File: config.mk
export PLATFORM = sky130hd
export DESIGN_NAME = ctrl_seq
export DESIGN_NICKNAME = d
export VERILOG_FILES = /design/src/rtl/ctrl_seq_pkg.sv /design/src/rtl/ctrl_wait_cnt.sv /design/src/rtl/ctrl_seq.sv
export SDC_FILE = /design/constraint.sdc
export NUM_CORES = 1
export LEC_CHECK = 0
export ABC_AREA = 0
export BUFFER_PORTS_ARGS = -buffer_cell sky130_fd_sc_hd__buf_4
export CORE_AREA = 2 2 39 41
export CTS_CLUSTER_SIZE = 12
export DETAILED_ROUTE_END_ITERATION = 8
export DIE_AREA = 0 0 41 43
export PLACE_DENSITY = 0.57
export SYNTH_ARGS = -nofsm -noshare
export SYNTH_HDL_FRONTEND = slang
export SYNTH_HIERARCHICAL = 1
export SYNTH_SLANG_ARGS = --single-unit
export TNS_END_PERCENT = 5
File: constraint.sdc
create_clock -name clk -period 1.78 [get_ports clk]
set_input_delay 0.089 -clock clk [delete_from_list [all_inputs] [get_ports clk]]
set_output_delay 0.089 -clock clk [all_outputs]
set_load 0.05 [all_outputs]
File: src/rtl/ctrl_seq_pkg.sv
// Shared opcode and state encodings for the VeriRISC control sequencer family.
// The CTRL_SEQ_SINGLE_STEP_EN build option only affects ctrl_seq itself.
package ctrl_seq_pkg;

  typedef enum logic [2:0] {
    HLT = 3'd0,
    SKZ = 3'd1,
    ADD = 3'd2,
    AND = 3'd3,
    XOR = 3'd4,
    LDA = 3'd5,
    STO = 3'd6,
    JMP = 3'd7
  } opcode_t;

  typedef enum logic [3:0] {
    INST_ADDR  = 4'd0,
    INST_FETCH = 4'd1,
    INST_LOAD  = 4'd2,
    IDLE       = 4'd3,
    OP_ADDR    = 4'd4,
    OP_FETCH   = 4'd5,
    ALU_OP     = 4'd6,
    STORE      = 4'd7,
    HALTED     = 4'd8,
    STEP_HOLD  = 4'd9
  } ctrl_state_t;

  // Opcodes that read an operand from memory and load the accumulator
  function automatic logic is_aluop(input opcode_t op);
    case (op)
      ADD, AND, XOR, LDA: is_aluop = 1'b1;
      default:            is_aluop = 1'b0;
    endcase
  endfunction

endpackage

File: src/rtl/ctrl_wait_cnt.sv
// Memory wait-state counter: counts held cycles up to MEM_WAIT and raises done
// once the hold is satisfied; it saturates rather than wrapping.
module ctrl_wait_cnt #(
  parameter int MEM_WAIT = 0
) (
  input  logic clk,
  input  logic rst_,
  input  logic hold_req,
  input  logic clear,
  output logic done
);

  localparam int CNT_W = (MEM_WAIT > 0) ? $clog2(MEM_WAIT + 1) : 1;
  localparam logic [CNT_W-1:0] LIMIT = CNT_W'(MEM_WAIT);

  logic [CNT_W-1:0] cnt_r;

  // Held-cycle counter; cleared whenever the sequencer changes state
  always_ff @(posedge clk or posedge rst_) begin
    if (rst_) begin
      cnt_r <= '0;
    end else if (clear) begin
      cnt_r <= '0;
    end else if (hold_req && (cnt_r != LIMIT)) begin
      cnt_r <= cnt_r + CNT_W'(1);
    end else begin
      cnt_r <= cnt_r;
    end
  end

  assign done = (cnt_r == LIMIT);

endmodule

File: src/rtl/ctrl_seq.sv
// VeriRISC control sequencer with memory wait states, sticky HALTED and debug state.
// Build option CTRL_SEQ_SINGLE_STEP_EN adds step_mode/step and the STEP_HOLD state.
module ctrl_seq
  import ctrl_seq_pkg::*;
#(
  parameter int MEM_WAIT = 0,
  parameter int OPCODE_W = 3
) (
  input  logic                clk,
  input  logic                rst_,
  input  logic [OPCODE_W-1:0] opcode,
  input  logic                zero,
  input  logic                run,
  output logic                load_ac,
  output logic                mem_rd,
  output logic                mem_wr,
  output logic                inc_pc,
  output logic                load_pc,
  output logic                load_ir,
  output logic                halt,
  output logic                instr_done,
  output ctrl_state_t         state
`ifdef CTRL_SEQ_SINGLE_STEP_EN
  ,
  input  logic                step_mode,
  input  logic                step
`endif
);

  ctrl_state_t state_r;
  ctrl_state_t next_state_s;
  opcode_t     op_s;
  logic        aluop_s;
  logic        hold_req_s;
  logic        wait_clear_s;
  logic        wait_done_s;

  assign op_s    = opcode_t'(opcode);
  assign aluop_s = is_aluop(op_s);
  assign state   = state_r;

  // Only the instruction fetch and ALU-class operand fetch wait on memory
  assign hold_req_s   = (state_r == INST_FETCH) || ((state_r == OP_FETCH) && aluop_s);
  assign wait_clear_s = (next_state_s != state_r);

  ctrl_wait_cnt #(
    .MEM_WAIT (MEM_WAIT)
  ) u_wait_cnt (
    .clk      (clk),
    .rst_     (rst_),
    .hold_req (hold_req_s),
    .clear    (wait_clear_s),
    .done     (wait_done_s)
  );

  // State register
  always_ff @(posedge clk or posedge rst_) begin
    if (rst_) begin
      state_r <= INST_ADDR;
    end else begin
      state_r <= next_state_s;
    end
  end

  // Next-state decode; unknown encodings recover to INST_ADDR
  always_comb begin
    next_state_s = INST_ADDR;
    case (state_r)
      INST_ADDR:  next_state_s = INST_FETCH;
      INST_FETCH: begin
        if (wait_done_s) next_state_s = INST_LOAD;
        else             next_state_s = INST_FETCH;
      end
      INST_LOAD:  next_state_s = IDLE;
      IDLE:       next_state_s = OP_ADDR;
      OP_ADDR: begin
        if (op_s == HLT) next_state_s = HALTED;
        else             next_state_s = OP_FETCH;
      end
      OP_FETCH: begin
        if (aluop_s && !wait_done_s) next_state_s = OP_FETCH;
        else                         next_state_s = ALU_OP;
      end
      ALU_OP:     next_state_s = STORE;
      STORE: begin
`ifdef CTRL_SEQ_SINGLE_STEP_EN
        if (step_mode) next_state_s = STEP_HOLD;
        else           next_state_s = INST_ADDR;
`else
        next_state_s = INST_ADDR;
`endif
      end
      HALTED: begin
        if (run) next_state_s = INST_ADDR;
        else     next_state_s = HALTED;
      end
`ifdef CTRL_SEQ_SINGLE_STEP_EN
      STEP_HOLD: begin
        if (step) next_state_s = INST_ADDR;
        else      next_state_s = STEP_HOLD;
      end
`endif
      default:    next_state_s = INST_ADDR;
    endcase
  end

  // Strobe decode; STEP_HOLD and illegal encodings fall to the all-zero default
  always_comb begin
    load_ac    = 1'b0;
    mem_rd     = 1'b0;
    mem_wr     = 1'b0;
    inc_pc     = 1'b0;
    load_pc    = 1'b0;
    load_ir    = 1'b0;
    halt       = 1'b0;
    instr_done = 1'b0;
    case (state_r)
      INST_ADDR:  mem_rd = 1'b0;
      INST_FETCH: mem_rd = 1'b1;
      INST_LOAD, IDLE: begin
        mem_rd  = 1'b1;
        load_ir = 1'b1;
      end
      OP_ADDR: begin
        inc_pc = 1'b1;
        halt   = (op_s == HLT);
      end
      OP_FETCH:   mem_rd = aluop_s;
      ALU_OP: begin
        mem_rd  = aluop_s;
        load_ac = aluop_s;
        inc_pc  = (op_s == SKZ) && zero;
        load_pc = (op_s == JMP);
      end
      STORE: begin
        mem_rd     = aluop_s;
        load_ac    = aluop_s;
        load_pc    = (op_s == JMP);
        inc_pc     = (op_s == JMP);
        mem_wr     = (op_s == STO);
        instr_done = 1'b1;
      end
      HALTED:     halt = 1'b1;
      default:    halt = 1'b0;
    endcase
  end

endmodule

# Word level (Yosys, flattened, before mapping)
# Index checks and enable logic that the tools add are counted.
# Widths: inputs -> output; s select.
[totals]
out_inout_bits = 12
register_bits = 5
input_bits = 7
elab_cells = 48
[classes]
n_eq_ne = 16
muxes = 16
n_reduce_logical = 13
n_addsub = 1
[ops]
columns = ["op", "count"]
rows = [
  ["$pmux 4 s8", 1],
  ["$eq 4x3->1 const B", 4],
  ["$eq 3x3->1 const B", 4],
  ["$eq 4x2->1 const B", 2],
  ["$mux 1", 8],
  ["$mux 4", 2],
  ["$eq 3x2->1 const B", 2],
  ["$reduce_or 3->1", 2],
  ["$eq 4x1->1 const B", 1],
  ["$eq 4x4->1 const B", 1],
  ["$logic_and 1x1->1", 4],
  ["$logic_not 4->1", 1],
  ["$mux 2", 2],
  ["$ne 4x4->1", 1],
  ["$pmux 1 s2", 2],
  ["$reduce_or 2->1", 2],
  ["$reduce_or 4->1", 1],
  ["$eq 3x1->1 const B", 1],
  ["$logic_not 3->1", 1],
  ["$pmux 1 s3", 1],
  ["$reduce_bool 2->1", 1],
  ["$add 1x1->1 const B", 1],
  ["$logic_or 1x1->1", 1],
]

# Longest topological paths before layout
# Gate-level depths: netlist (run 1).
[depth]
ltp_word = 8
ltp_mapped = 5
depth_no_buf = 4

# Cells and area by module
# Netlist (run 1), hierarchy kept.
[modules_own_cells]
columns = ["module", "instances", "seq_area_each_um2", "area_each_um2", "cells_per_inst"]
rows = [
  ["ctrl_seq", 1, 100.1, 374.1, 50],
  ["ctrl_wait_cnt", 1, 25.0, 45.0, 4],
]

# Least setup slack after synthesis (run 1)
# No wires, ideal clock.
[synth_path]
kind = "reg-to-output"
startpoint = "register state_r[2] (netlist: state[2])"
endpoint = "output port inc_pc"
required_ns = 1.691
path_buffers = 0
stages_incl_launch_ff = 4
arrival_ns = 2.299
slack_ns = -0.608
path_cell_list = "dfrtp_1 and2b_1 inv_1 o32ai_1"
[synth_via]
elab_chain_cells = 2
word_cells_on_any_way = 4
classes_between = "eq/ne: 3; mux: 1"
[synth_lines]
columns = ["element", "line_no", "text"]
rows = [
  ["start: declaration", "ctrl_seq.sv:30", "ctrl_state_t state_r;"],
  ["start signal: assignment", "ctrl_seq.sv:61", "state_r <= next_state_s;"],
  ["$eq 4x3->1", "ctrl_seq.sv:117", "case (state_r)"],
  ["$pmux 1 s3 (*)", "ctrl_seq.sv:117", ""],
  ["end: declaration", "ctrl_seq.sv:17", "output logic inc_pc,"],
]
# Every way passes the cells marked *; elsewhere a longest branch is shown, timed or not.

# Final worst setup path (run 1)
[layout_path]
startpoint = "register state_r[3] (netlist: state[3])"
endpoint = "output port mem_wr"
[layout_via]
elab_chain_cells = 2
[layout_lines]
columns = ["element", "line_no", "text"]
rows = [
  ["$eq 4x3->1", "ctrl_seq.sv:117", ""],
  ["$mux 1", "ctrl_seq.sv:117", ""],
  ["end: declaration", "ctrl_seq.sv:16", "output logic mem_wr,"],
]
# Every way passes these cells.

==> results.py, run 1 <==
metrics = {
    "status": {
        "status": "completed",
    },
    "synth": {
        "async_reset_ff_share_pct": 100,
        "synth-seq-area-share_pct": 29.9,
        "synth-seq-cells": 5,
        "synth_compound_area_share_pct": 20.3,
        "synth_cells": 54,
        "synth_xor_area_share_pct": 2.09,
        "synth_edf_count": 0,
        "synth_top_family_by_area": "simple AND/OR/NAND/NOR gates",
        "netlist.area_leader.share_pct": 29.9,
        "synth-simple-area-share_pct": 39.1,
        "synthMuxAreaShare_pct": 0,
        "synth_nets": 61,
        "synthesis.area_per_instance_um2": 7.76,
        "synth.area.top_cells": "dfrtp_1 30%, nor3_1 7.2%, a2111oi_4 6.6%",
        "synth_adder_area_share_pct": 0,
        "syn_area_um2": 419,
        "synth_top_area_cell": "dfrtp_1",
        "synth.distinct_cells": 24,
        "synthFlopType": "dfrtp_1",
        "ys_warn_count": 6,
    },
    "route": {
        "routedWlPerCell_um": 11.5,
        "antenna_left": 0,
        "first_iter_violations": 1,
        "vias": 432,
        "viasPerCell": 4.70,
        "drc": 0,
        "postRouteWirelength_mm": 1.06,
        "drt_first_pass_iters": 2,
    },
    "worst_setup_path": {
        "r2r_slack_ns": 0.31,
        "cp_max_fo": 4,
        "start_kind": "flop",
        "required_ns": 1.69,
        "ff2ff_path_depth": 4,
        "cp-end-kind": "output port",
        "criticalPathCategory": "flop to output port",
        "r2r-start": "state[1]",
        "r2r_end": "u_wait_cnt/cnt_r",
        "cp.arrival_ns": 1.44,
    },
    "cts": {
        "cts_inserted_buffers": 3,
        "cts_tree": "yes",
        "cts_root_buf": "clkbuf_4",
        "cts-resized-gates": 0,
        "cts.sinks": 5,
        "post_cts_buffers": 0,
        "htreeDepth": 1,
        "clk_pin_slew_worst_paths_ns": 0.04,
        "clkLatencyLatePin_ns": 0.24,
        "cts.path.max_buffers": 2,
    },
    "pwr": {
        "peakVddDrop_uv": 751,
        "finalPower_uw": 1150,
        "pwr_density_cell_nw_per_um2": 1830,
        "p_leak_uw": 0.000286,
    },
    "cells_and_area": {
        "antenna_cells": 0,
        "final_nets": 84,
        "n_fill_cell": 151,
        "drive_gt1_share_pct": 38.2,
        "final_cells": 92,
        "area_growth_pct": 50.1,
        "layout.area.seq_um2": 125,
        "multi_input_area_um2": 275,
    },
    "grt": {
        "grt_max_degree": 13,
        "grt_usage_pct": 14.2,
        "antenna_found_initial": 0,
        "grt-ovfl-total": 0,
        "grt_pass1_wl_mm": 1.67,
        "grt_pass1_vias": 392,
    },
    "die": {
        "rows": 14,
        "die_w_um": 41,
        "dieHeight_um": 43,
        "ios": 19,
        "dieArea_um2": 1760,
        "core_um2": 1380,
        "start_util_pct": 30.3,
    },
    "place": {
        "placedCellCount": 87,
        "place_congestion": 0.770,
        "port_buffers": 18,
        "dpl.hpwl_um": 862,
    },
    "timing": {
        "layout_min_cycle_time_ns": 1.53,
        "fin_tns_setup_ns": 0,
        "grt_setup_unrepaired": "false",
        "setup_viol": 0,
        "clock-skew-final_ns": 0.000522,
        "hold_violations": 0,
        "period_share_pct": 85.9,
        "fmaxAchievable_mhz": 654,
        "worstMarginPinSlew_ns": 0.374,
        "report.final.slew_viol_count": 0,
        "relSlewSlack_pct": 74.9,
    },
    "flow_run": {
        "maxCapViolCount": 0,
    },
    "min_path": {
        "hold-path-cell-count": 3,
        "min_path_type": "primary input to flop",
        "hp-start": "run",
        "hold_path_end": "state[3]",
    },
}
-- cells in the mapped netlist (2+ instances only) --
master	n
nand2_1	5
nor3_1	6
inv_1	6
buf_2	2
nand3_1	3
nand2b_1	2
nor2_1	6
nor3b_1	3
dfrtp_1	5
a21boi_0	2
-- power by group --
part / leakage [uW] / internal, uW / switching (uW)
Clock: 0.0000150 / 84.6 / 43.7
Combinational: 0.000207 / 267 / 525
Sequential: 0.0000638 / 151 / 79.9
Total: 0.000286 / 503 / 648
-- flip-flops by register name (all words and copies together) (netlist names) --
name / flops
state: 4
u_wait_cnt/cnt_r: 1
-- worst max-delay path, cell delays in order (launching register included) --
cell and delay, ns:
dfrtp_1 0.38, and2b_1 0.26, nand3_1 0.17, nor3_2 0.18, buf_4 0.21
-- cells in the final DEF, fill, tap and decap left out --
master and instances:
buf_4 20, inv_1 6, nor2_1 6, nor3_1 5, nand2_1 5, dfrtp_1 5
nand3_1 3, clkbuf_4 3, nor3b_2 2, nand2b_1 2, nor3b_1 2, and2b_1 1
xnor2_1 1, and2_1 1, o31a_2 1, o32ai_2 1, a21boi_1 1, or3b_1 1
a21boi_0 1, a211o_1 1, a2111oi_4 1, or4_1 1, o21ai_1 1, o21ai_0 1
a21oi_1 1, nor3_2 1, clkbuf_1 1, dlygate4sd3_1 1
-- final cells by class --
cell class	instances	area share, %
multi-input cells	40	43.7
repair buffers	21	25.4
flip-flops and latches	5	19.9
clock buffers	4	4.17
inverters	6	3.58
well taps	16	3.18
-- how the worst max path moves through the flow --
stage,cells after the start,slack [ns],startpoint,end
floorplan,3,-0.34,state[0],mem_rd
global placement,4,0.30,state[1],u_wait_cnt/cnt_r
detailed placement,4,0.30,state[1],u_wait_cnt/cnt_r
CTS,4,0.23,state[3],mem_wr
global route,4,0.12,state[3],mem_wr
finish,4,0.25,state[3],mem_wr
-- repair_timing --
action                                  4_1_cts  5_1_grt
hold buffers                                  1        0
hold endpoints to repair                      5        0
endpoints found under the setup margin        0        0
-- kinds of logic after synthesis --
group	Yosys count
compound gates	9
xor+xnor	1
buf+inv	9
flops	5
simple gates	30
-- per-stage QoR --
| stage | cell area, um2 | util (%) | hold WS (ns) | setup WS (ns) |
|---|---|---|---|---|
| 2_1_floorplan | 437 | - | -0.182 | -0.341 |
| 3_3_place_gp | 593 | 42.9 | -0.0579 | 0.298 |
| 3_5_place_dp | 593 | 42.9 | -0.0570 | 0.300 |
| 4_1_cts | 629 | 45.5 | 0.184 | 0.228 |
| 5_1_grt | 629 | 45.5 | 0.209 | 0.116 |
| 6_report | 629 | 45.5 | 0.186 | 0.251 |
-- layer usage --
| layer | global-route usage [%] | up-vias | wire length [um] |
|---|---|---|---|
| met5 | 0 | - | 0 |
| met4 | 8.00 | 0 | 0 |
| met3 | 4.71 | 0 | 84 |
| met2 | 20.6 | 14 | 486 |
| met1 | 17.6 | 185 | 488 |
| li1 | - | 233 | - |
No activity file was read; power rests on OpenSTA's default activity.
==> run 2: changes to the inputs <==
--- a/config.mk
+++ b/config.mk
@@ -11,7 +11,7 @@
 export CTS_CLUSTER_SIZE = 12
 export DETAILED_ROUTE_END_ITERATION = 8
 export DIE_AREA = 0 0 41 43
-export PLACE_DENSITY = 0.57
+export PLACE_DENSITY = 0.61
 export SYNTH_ARGS = -nofsm -noshare
 export SYNTH_HDL_FRONTEND = slang
 export SYNTH_HIERARCHICAL = 1
==> results.py, run 2 (synthesis results as in run 1) <==
metrics = {
    "die": {
        "core_um2": 1380,
        "dieHeight_um": 43,
        "rows": 14,
        "ios": 19,
        "dieArea_um2": 1760,
        "die_w_um": 41,
        "start_util_pct": 30.3,
    },
    "grt": {
        "grt-ovfl-total": 0,
        "grt_max_degree": 11,
        "grt_usage_pct": 14.9,
        "antenna_found_initial": 0,
        "grt_pass1_vias": 452,
        "grt_pass1_wl_mm": 1.79,
    },
    "cells_and_area": {
        "final_nets": 86,
        "mostFrequentLayoutCells": "22 x buf_4, 6 x inv_1, 6 x nor2_1",
        "n_fill_cell": 146,
        "area_growth_pct": 53.7,
        "antenna_cells": 0,
        "final_area_um2": 644,
        "drive_gt1_share_pct": 39.7,
        "largest_reg_flops": 4,
        "layout.area.seq_um2": 125,
        "multi_input_area_um2": 275,
        "layout_commonest_cell": "buf_4",
    },
    "cts": {
        "cts_root_buf": "clkbuf_4",
        "cts_tree": "yes",
        "clk_pin_slew_worst_paths_ns": 0.04,
        "cts-resized-gates": 0,
        "cts.sinks": 5,
        "post_cts_buffers": 0,
        "htreeDepth": 1,
        "cts.path.max_buffers": 2,
        "clkLatencyLatePin_ns": 0.24,
        "cts_inserted_buffers": 3,
    },
    "pwr": {
        "peakVddDrop_uv": 857,
        "pwr_density_cell_nw_per_um2": 1850,
        "p_leak_uw": 0.000296,
    },
    "timing": {
        "hold_slack_ns": 0.203,
        "hold_violations": 0,
        "grt_setup_unrepaired": "false",
        "fmaxAchievable_mhz": 651,
        "setup_ws_ns": 0.244,
        "relSlewSlack_pct": 76.5,
        "clock-skew-final_ns": 0.00224,
        "period_share_pct": 86.3,
        "layout_min_cycle_time_ns": 1.54,
        "setup_viol": 0,
        "worstMarginPinSlew_ns": 0.350,
        "report.final.slew_viol_count": 0,
    },
    "place": {
        "port_buffers": 18,
        "preCtsSetupSlack_ns": 0.459,
        "place_area_um2": 608,
        "dpl.hpwl_um": 820,
        "place_congestion": 0.784,
    },
    "status": {
        "status": "completed",
    },
    "worst_setup_path": {
        "critical-path-slowest-cell": "dfrtp_1",
        "path_buf_inv": 2,
        "required_ns": 1.69,
        "cp-end-kind": "output port",
        "cp_max_fo": 5,
        "criticalPathCategory": "flop to output port",
        "start_kind": "flop",
        "worst_path_dominant_cell_family": "flip-flops",
        "critPathMaxStageDelay_ns": 0.41,
        "cp.arrival_ns": 1.45,
        "crit_path_cell_trace": "and2b_1, inv_1, o32ai_2, buf_4",
    },
    "route": {
        "first_iter_violations": 8,
        "vias": 463,
        "postRouteWirelength_mm": 1.07,
        "drt_first_pass_iters": 4,
        "antenna_left": 0,
        "routedWlPerCell_um": 11.3,
        "drc": 0,
        "viasPerCell": 4.93,
    },
    "flow_run": {
        "maxCapViolCount": 0,
    },
    "min_path": {
        "min_path_type": "primary input to flop",
    },
}
## run 2: metrics by stage
stage / cells / power, uW / setup TNS [ns] / utilization (%)
2_1_floorplan: 54 / 811 / -0.934 / -
3_3_place_gp: 89 / 1070 / 0 / 43.9
3_5_place_dp: 89 / 1070 / 0 / 43.9
4_1_cts: 94 / 1210 / 0 / 46.6
5_1_grt: 94 / 1290 / 0 / 46.6
6_report: 94 / 1190 / 0 / 46.6
## run 2: final timing paths
| check | from | to | slack [ns] | cells after the start |
|---|---|---|---|---|
| setup / recovery | state[3] | inc_pc | 0.24 | 4 |
| hold / removal | run | state[3] | 0.20 | 3 |
| setup reg to reg | state[1] | u_wait_cnt/cnt_r | 0.44 | 4 |
| hold reg to reg | u_wait_cnt/cnt_r | u_wait_cnt/cnt_r | 0.53 | 1 |
| max in group asynchronous | rst_ | state[3] | 1.33 | 3 |
| min in group asynchronous | rst_ | u_wait_cnt/cnt_r | 0.25 | 3 |
## run 2: per-layer routing
metal,vias up,track usage (%),share of wire [%]
li1,234,-,-
met1,213,19.3,44
met2,16,21.6,49
met3,0,3.14,6.2
met4,0,9.33,0
met5,-,0,0
## run 2: power breakdown
part	internal, uW	total [uW]	switching [uW]
combinational	298	892	595
clock	84.5	127	42.8
sequential	152	174	22.3
total	534	1190	660
## run 2: tightest hold or removal path: stages
cell	delay, ns
buf_4	0.07
or3b_1	0.12
a21boi_0	0.11
## run 2: final cells by class
| class | count | area share, % |
|---|---|---|
| tap | 16 | 3.11 |
| sequential | 5 | 19.4 |
| timing repair buffer | 23 | 27.2 |
| multi-input combinational | 40 | 42.7 |
| inverter | 6 | 3.50 |
| clock buffer | 4 | 4.08 |
## run 2: what timing repair did
action,CTS,global route
hold buffers,1,0
endpoints found under the setup margin,0,0
hold endpoints to repair,5,0
==> run 3: changes to the inputs <==
--- a/config.mk
+++ b/config.mk
@@ -6,12 +6,12 @@
 export NUM_CORES = 1
 export LEC_CHECK = 0
 export ABC_AREA = 0
-export BUFFER_PORTS_ARGS = -buffer_cell sky130_fd_sc_hd__buf_4
 export CORE_AREA = 2 2 39 41
 export CTS_CLUSTER_SIZE = 12
 export DETAILED_ROUTE_END_ITERATION = 8
 export DIE_AREA = 0 0 41 43
-export PLACE_DENSITY = 0.61
+export DONT_BUFFER_PORTS = 1
+export PLACE_DENSITY = 0.49
 export SYNTH_ARGS = -nofsm -noshare
 export SYNTH_HDL_FRONTEND = slang
 export SYNTH_HIERARCHICAL = 1
==> results.py, run 3 (synthesis results as in run 1) <==
metrics = {
    "timing": {
        "relSlewSlack_pct": 74.6,
        "clock-skew-final_ns": 0.00299,
        "report.final.slew_viol_count": 0,
        "hold_violations": 0,
        "setup_viol": 0,
        "layout_min_cycle_time_ns": 1.64,
        "grt_setup_unrepaired": "false",
        "worstMarginPinSlew_ns": 0.379,
        "fmaxAchievable_mhz": 609,
        "period_share_pct": 92.3,
    },
    "cts": {
        "clk_pin_slew_worst_paths_ns": 0.04,
        "cts_root_buf": "clkbuf_4",
        "hold_buffers": 1,
        "cts.path.max_buffers": 2,
        "cts-resized-gates": 0,
        "cts.sinks": 5,
        "cts_tree": "yes",
        "cts_inserted_buffers": 3,
        "htreeDepth": 1,
        "clkLatencyLatePin_ns": 0.24,
        "post_cts_buffers": 0,
    },
    "die": {
        "dieHeight_um": 43,
        "dieArea_um2": 1760,
        "rows": 14,
        "core_um2": 1380,
        "ios": 19,
        "die_w_um": 41,
        "start_util_pct": 30.3,
    },
    "cells_and_area": {
        "final_core_util_pct": 42.6,
        "antenna_cells": 0,
        "largest_reg_flops": 4,
        "layout.area.seq_um2": 125,
        "mostFrequentLayoutCells": "12 x buf_4, 6 x inv_1, 6 x nor2_1",
        "layout_commonest_cell": "buf_4",
        "final_area_um2": 589,
        "multi_input_area_um2": 275,
        "area_growth_pct": 40.6,
        "final_nets": 77,
        "n_fill_cell": 148,
        "drive_gt1_share_pct": 31.9,
    },
    "flow_run": {
        "maxCapViolCount": 0,
    },
    "grt": {
        "grt-ovfl-total": 0,
        "grt_max_degree": 11,
        "grt_usage_pct": 12.9,
        "antenna_found_initial": 0,
        "grt_pass1_vias": 390,
        "grt_pass1_wl_mm": 1.54,
    },
    "route": {
        "postRouteWirelength_um": 990,
        "viasPerCell": 4.96,
        "antenna_left": 0,
        "vias": 422,
        "drc": 0,
        "routedWlPerCell_um": 11.6,
        "first_iter_violations": 4,
        "drt_first_pass_iters": 4,
    },
    "worst_setup_path": {
        "required_ns": 1.69,
        "cp_max_fo": 9,
        "start_kind": "flop",
        "r2r-start": "state[0]",
        "criticalPathCategory": "flop to output port",
        "cp.arrival_ns": 1.55,
        "cp-end-kind": "output port",
        "critPathLaunch": "state[2]",
    },
    "place": {
        "dpl.hpwl_um": 818,
        "place_congestion": 0.762,
        "port_buffers": 0,
        "place_area_um2": 553,
    },
    "pwr": {
        "peakVddDrop_uv": 895,
        "p_leak_uw": 0.000255,
        "pwr_density_cell_nw_per_um2": 1950,
    },
    "status": {
        "status": "completed",
    },
    "min_path": {
        "min_path_type": "primary input to flop",
        "hp-start": "run",
    },
}
## run 3: changes by cell type in the layout (fill, tap and decap cells not counted)
cell	delta
buf_12	+1
buf_4	-10
## run 3: final cells by class
class / count / share of cell area (%)
inverters: 6 / 3.82
repair buffers: 14 / 20.4
multi-input cells: 40 / 46.7
well taps: 16 / 3.40
flip-flops and latches: 5 / 21.2
clock buffers: 4 / 4.46
## run 3: worst paths after layout
| path | end | cells past startpoint | slack, ns |
|---|---|---|---|
| hold / removal | state[3] | 2 | 0.09 |
| hold reg to reg | u_wait_cnt/cnt_r | 1 | 0.52 |
| setup reg to reg | u_wait_cnt/cnt_r | 4 | 0.35 |
| setup / recovery | mem_wr | 4 | 0.14 |
| min in group asynchronous | u_wait_cnt/cnt_r | 2 | 0.14 |
| max in group asynchronous | state[0] | 2 | 1.44 |
## run 3: report_power, final
part	internal (uW)	leakage (uW)	switching, uW	total, uW
Clock	84.5	0.0000150	42.7	127
Sequential	151	0.0000638	72.7	224
Combinational	261	0.000177	534	796
## run 3: critical path, stage by stage (launching register included)
cell	delay [ns]
dfrtp_1	0.50
and2b_1	0.24
nand3_1	0.17
nor3_2	0.18
buf_4	0.22
## run 3: metrics by stage
stage               std cells  TNS [ns]  setup WS (ns)  power, uW  hold WS, ns
global placement           80         0          0.365       1020       -0.177
global route               85         0         0.0233       1220       0.0809
CTS                        85         0          0.128       1160       0.0743
detailed placement         80         0          0.362       1020       -0.178
finish                     85         0          0.137       1150       0.0851
floorplan                  54    -0.934         -0.341        811       -0.182
## run 3: metal layers
metal  GRT usage [%]  vias up  wire, um
met5               0        -         0
met4            8.00        0        14
met3            2.62        2        81
met2            21.6       19       497
met1            13.8      186       396
li1                -      215         -
